<file path="config.mk">
export PLATFORM = sky130hd
export DESIGN_NAME = jtframe_spi_upload
export DESIGN_NICKNAME = d
export VERILOG_FILES = /design/src/rtl/jtframe_spi_upload.sv
export SDC_FILE = /design/constraint.sdc
export NUM_CORES = 1
export LEC_CHECK = 0
export BUFFER_PORTS_ARGS = -buffer_cell sky130_fd_sc_hd__buf_2
export CORE_UTILIZATION = 53
export DETAILED_ROUTE_END_ITERATION = 6
export PLACE_DENSITY = 0.74
export SLEW_MARGIN = 20
export SYNTH_ARGS = -nofsm -noshare
export SYNTH_HDL_FRONTEND = slang
export SYNTH_SLANG_ARGS = --single-unit
</file>
<file path="constraint.sdc">
create_clock -name clk_sys -period 1.74 [get_ports clk_sys]
set_input_delay 0.261 -clock clk_sys [delete_from_list [all_inputs] [get_ports clk_sys]]
set_output_delay 0.261 -clock clk_sys [all_outputs]
set_load 0.02 [all_outputs]
</file>
<file path="src/rtl/jtframe_spi_upload.sv">
// jtframe_spi_upload
// SPI slave (mode 0) that streams game memory to the IO-controller MCU.
// The MCU sends a command byte and a 24-bit big-endian start address,
// then clocks one dummy byte. After that it reads a stream of bytes that
// are fetched through a req/ack byte-read port with an auto-incrementing
// address. The SPI pins are oversampled on clk_sys.
//
// Ports
//   clk_sys    system clock; all logic runs on it
//   rst_n      asynchronous active-low reset
//   spi_sck    SPI clock (CPOL=0, CPHA=0), asynchronous to clk_sys
//   spi_ss     chip select, active low
//   spi_di     MOSI
//   spi_do     MISO data, MSB first
//   spi_do_oe  MISO output enable
//   rd_addr    byte address of the read request
//   rd_req     read request, held with rd_addr stable until rd_ack
//   rd_ack     rd_data is valid in the cycle where rd_ack=1
//   rd_data    read byte
//   uploading  high while sending the dummy byte or streaming
//   underrun   sticky: a FILL byte was sent; cleared on spi_ss falling edge
module jtframe_spi_upload #(
  parameter int         ADDRW      = 23,
  parameter logic [7:0] UPLOAD_CMD = 8'h56,
  parameter logic [7:0] FILL       = 8'h00
)(
  input  logic             clk_sys,
  input  logic             rst_n,
  input  logic             spi_sck,
  input  logic             spi_ss,
  input  logic             spi_di,
  output logic             spi_do,
  output logic             spi_do_oe,
  output logic [ADDRW-1:0] rd_addr,
  output logic             rd_req,
  input  logic             rd_ack,
  input  logic [7:0]       rd_data,
  output logic             uploading,
  output logic             underrun
);

  // Receive shifter only needs to hold the address bits kept in rd_addr,
  // but never less than one command byte.
  localparam int SRW = (ADDRW > 8) ? ADDRW : 8;

  typedef enum logic [2:0] {IDLE, CMD, IGNORE, ADDR, DUMMY, STREAM} state_t;
  state_t state, state_nxt;

  logic [2:0]     sck_s, ss_s;
  logic [1:0]     di_s;
  logic           ss_high, ss_fall, sck_rise, sck_fall, byte_end;
  logic [2:0]     bit_cnt;
  logic [1:0]     byte_cnt;
  logic [SRW-2:0] rx_sr;
  logic [SRW-1:0] rx_nxt;
  logic [7:0]     tx_sr;
  logic [7:0]     pf_data;
  logic           pf_vld;
  logic           tx_fill;
  logic           sending;

  assign ss_high  = ss_s[1];
  assign ss_fall  = ~ss_s[1] & ss_s[2];
  // SCK edges are ignored once chip select is seen high, so a final SCK
  // fall that coincides with deselect never starts a new byte.
  assign sck_rise = ~ss_high &  sck_s[1] & ~sck_s[2];
  assign sck_fall = ~ss_high & ~sck_s[1] &  sck_s[2];
  assign rx_nxt   = {rx_sr, di_s[1]};
  assign byte_end = sck_rise & (bit_cnt == 3'd7);
  assign sending  = (state == DUMMY) || (state == STREAM);

  always_ff @(posedge clk_sys or negedge rst_n) begin
    if (!rst_n) state <= IDLE;
    else        state <= state_nxt;
  end

  always_comb begin
    state_nxt = state;
    spi_do_oe = 1'b0;
    uploading = 1'b0;
    case (state)
      IDLE:   if (ss_fall && !rd_req) state_nxt = CMD;
      CMD:    if (byte_end) state_nxt = (rx_nxt[7:0] == UPLOAD_CMD) ? ADDR : IGNORE;
      IGNORE: state_nxt = IGNORE;
      ADDR:   if (byte_end && byte_cnt == 2'd2) state_nxt = DUMMY;
      DUMMY: begin
        spi_do_oe = 1'b1;
        uploading = 1'b1;
        if (byte_end) state_nxt = STREAM;
      end
      STREAM: begin
        spi_do_oe = 1'b1;
        uploading = 1'b1;
      end
      default: state_nxt = IDLE;
    endcase
    if (ss_high) state_nxt = IDLE;
  end

  always_ff @(posedge clk_sys or negedge rst_n) begin
    if (!rst_n) begin
      sck_s    <= '0;
      ss_s     <= '0;
      di_s     <= '0;
      bit_cnt  <= '0;
      byte_cnt <= '0;
      rx_sr    <= '0;
      tx_sr    <= '0;
      pf_data  <= '0;
      pf_vld   <= 1'b0;
      tx_fill  <= 1'b0;
      spi_do   <= 1'b0;
      rd_addr  <= '0;
      rd_req   <= 1'b0;
      underrun <= 1'b0;
    end else begin
      sck_s <= {sck_s[1:0], spi_sck};
      ss_s  <= {ss_s[1:0], spi_ss};
      di_s  <= {di_s[0], spi_di};

      if (sck_rise) begin
        rx_sr   <= rx_nxt[SRW-2:0];
        bit_cnt <= bit_cnt + 3'd1;
        if (bit_cnt == 3'd7 && state == ADDR) begin
          byte_cnt <= byte_cnt + 2'd1;
          if (byte_cnt == 2'd2) begin
            rd_addr <= rx_nxt[ADDRW-1:0];
            rd_req  <= 1'b1;
          end
        end
        // underrun is flagged only once a FILL byte has been fully clocked out
        if (bit_cnt == 3'd7 && state == STREAM && tx_fill) underrun <= 1'b1;
      end

      if (sck_fall) begin
        if (sending) begin
          if (bit_cnt == 3'd0) begin
            if (state == STREAM && pf_vld) begin
              spi_do  <= pf_data[7];
              tx_sr   <= {pf_data[6:0], 1'b0};
              pf_vld  <= 1'b0;
              rd_req  <= 1'b1;
              tx_fill <= 1'b0;
            end else begin
              // dummy byte, or the prefetch missed its slot
              spi_do  <= FILL[7];
              tx_sr   <= {FILL[6:0], 1'b0};
              tx_fill <= (state == STREAM);
            end
          end else begin
            spi_do <= tx_sr[7];
            tx_sr  <= {tx_sr[6:0], 1'b0};
          end
        end else begin
          spi_do <= 1'b0;
        end
      end

      // An ack that lands after deselect only closes the handshake; data is dropped.
      if (rd_ack && rd_req) begin
        rd_req  <= 1'b0;
        rd_addr <= rd_addr + ADDRW'(1);
        if (sending) begin
          pf_data <= rd_data;
          pf_vld  <= 1'b1;
        end
      end

      if (state == IDLE) begin
        pf_vld <= 1'b0;
        if (ss_fall) begin
          bit_cnt  <= '0;
          byte_cnt <= '0;
          underrun <= 1'b0;
        end
      end
    end
  end

endmodule

</file>
==> results.json <==
{
  "period_needed_ns": 1.78,
  "synthTopCellsByArea": "dfrtp_1, nand2_1, nor2_1",
  "wl_met2_um": 5020,
  "r2r_cells": 5,
  "utilization_pct": 72.4,
  "core_um2": 6940,
  "gp_congestion": 0.946,
  "die_area_um2": 7710,
  "port_buffers": 41,
  "setup_viol": 8,
  "ys.flop_type": "dfrtp_1",
  "hpwl_um": 6430,
  "clockBufferDepth": 2,
  "syn_area_per_cell_um2": 9.90,
  "vias": 3475,
  "violations": "negative setup slack",
  "rrSetupSlack_ns": -0.04,
  "drc": 0,
  "netlist.area_leader.share_pct": 52.0,
  "critical_path_class": "flop to flop",
  "wire_per_inst_um": 17.4,
  "cts_tree": "yes",
  "diodes": 0,
  "setup_slack_ns": -0.0427,
  "ys_seq_elements": 81,
  "syn-num-nets": 413,
  "dr.max_layer_used": "met4",
  "clock_skew_ns": 0.00610,
  "worst_pin_slew_ns": 0.504,
  "p_per_area_nw_per_um2": 729,
  "insertion_delay_ns": 0.35,
  "relSlewSlack_pct": 66.1,
  "layout_common_cells": "nand2_1, dfrtp_1, buf_4",
  "cp.required_ns": 2.03,
  "io_pins": 42,
  "ant_nets": 0,
  "hold_slack_ns": 0.141,
  "period_share_pct": 102,
  "dr.first_iter.drc_count": 231,
  "die_w_um": 87.8,
  "synth_top_area_cell": "dfrtp_1",
  "p_leak_nw": 2.37,
  "drive_above_1_share_pct": 34.0,
  "yosys_warnings": 0,
  "min_path_cells": 2,
  "outcome": "finished, violations left",
  "crit_path_end_kind": "flop",
  "worstPathMaxFanout": 5,
  "setup_tns_ns": -0.187,
  "met3_length_um": 567,
  "cts_max_level": 3,
  "die_y_um": 87.8,
  "slew_viol_final": 0,
  "cts_buffers": 9,
  "syn_area_um2": 3900,
  "grt_max_degree": 36,
  "drt_wl_total_um": 10200,
  "track_usage_pct": 26.1,
  "power_w": 0.00366,
  "place_area_um2": 4490,
  "clk_pin_slew_worst_paths_ns": 0.08,
  "nNetsFinal": 505,
  "viasPerCell": 5.92,
  "firstDrtPassIters": 4,
  "synth-seq-area-share_pct": 52.0,
  "arrival_ns": 2.07,
  "hold_path.class": "input pin to flop",
  "grt_pass1_vias": 3107,
  "min-delay-start": "rd_data[0]",
  "final_common_cell": "nand2_1",
  "synthDistinctLibCells": 61,
  "grt_first_pass_wirelength_um": 15200,
  "worst_ir_drop_vdd_mv": 0.564,
  "design_area_um2": 5020,
  "initial_core_util_pct": 56.2,
  "wl_met1_um": 4420,
  "area_growth_pct": 28.8,
  "rsz0062_at_grt": "yes",
  "antenna_found_initial": 0,
  "grt_overflow": 0,
  "drv_cap": 0,
  "synth-edff-count": 0,
  "hold_viol": 0,
  "synthCells": 394,
  "timing.fmax_ghz": 0.561,
  "cts_root_buf": "clkbuf_8",
  "r2r-end": "rd_addr[10]",
  "rows": 30,
  "clkSinkCount": 81,
  "r2r-start": "ss_s[1]",
  "critPathLaunchType": "flop",
  "async_reset_ff_share_pct": 100,
  "hold_end": "pf_data[0]"
}
-- cell usage after synthesis, types with 2 or more instances --
library cell	count
a211oi_1	9
a41oi_1	2
mux2_2	9
nand2b_1	3
nor4bb_1	3
nand3_1	10
nor4_1	3
nor3_1	8
a21oi_1	10
and4_1	5
nor3b_1	2
a221o_1	8
o211ai_1	2
ha_1	5
and3_1	13
nor2_1	34
clkbuf_1	15
o21ai_1	3
nor4_4	3
o21ai_0	7
o31ai_1	2
a31oi_1	3
dfrtp_1	81
o22ai_1	2
a311oi_1	2
mux2i_1	3
nor3_2	7
nand3b_1	2
nand4_1	5
nand2_1	92
nor2b_1	2
buf_6	2
inv_1	8
and2_1	2
-- power by group --
part | total, W | internal, W | switching (W)
Sequential | 0.00202 | 0.00195 | 0.0000676
Combinational | 0.000310 | 0.000139 | 0.000171
Clock | 0.00134 | 0.000662 | 0.000675
Total | 0.00366 | 0.00275 | 0.000913
-- state kept, by name, summed over array words and instances (netlist names), 2 cells and up --
register / cells
di_s: 2
tx_sr: 7
byte_cnt: 2
sck_s: 3
state: 3
pf_data: 8
rx_sr: 22
ss_s: 3
rd_addr: 23
bit_cnt: 3
-- cell type report --
type,count,area (um2)
fillers,513,1920
well taps,96,120
repair buffers,101,743
multi-input cells,285,1910
flip-flops and latches,81,2030
clock buffers,11,131
clock inverters,5,56.3
inverters,8,30.0
-- critical path: stages, from the launching register on --
cell,delay (ns)
dfrtp_2,0.41
or3b_4,0.45
nor4_4,0.42
buf_6,0.19
a311o_1,0.11
o211a_1,0.13
-- per-layer routing --
| metal | GRT usage (%) | up-vias |
|---|---|---|
| li1 | - | 1587 |
| met1 | 36.1 | 1733 |
| met2 | 40.9 | 133 |
| met3 | 5.56 | 22 |
| met4 | 9.24 | 0 |
| met5 | 0 | - |
-- cells by family (layout without fill, tap and decap cells) --
group	count (synthesis)	in the layout	share of synthesized area, %
and+or+nand+nor	203	203	27.0
xor gates and xnor gates	1	1	0.225
buffers and inverters	28	125	3.21
adders and majority gates	5	5	1.60
AOI/OAI and AO/OA	64	64	12.6
muxes	12	12	3.37
DFF	81	81	52.0
-- worst max path at each step --
stage,slack (ns),cells past startpoint,from,end
finish,-0.04,5,ss_s[1],rd_addr[10]
global route,-0.13,7,byte_cnt[0],rd_addr[10]
CTS,-0.004,7,byte_cnt[0],rd_addr[8]
detailed placement,-0.07,6,bit_cnt[1],state[0]
global placement,0.02,6,bit_cnt[0],state[0]
floorplan,-0.04,6,rd_addr[0],rd_addr[16]
-- per-stage QoR --
stage	instances	setup slack (ns)
after global routing	587	-0.132
final	587	-0.0427
after CTS	570	-0.00432
after floorplan	394	-0.0378
after detailed placement	552	-0.0739
after global placement	552	0.0165
-- repair_timing --
action,4_1_cts,5_1_grt
cloned,0,3
gates resized for setup,6,30
setup buffers,1,11
hold buffers,1,3
pin swaps,3,21
endpoints found under the hold margin,32,3
setup endpoints to repair,10,25
Power figures use the tool's default switching activity.
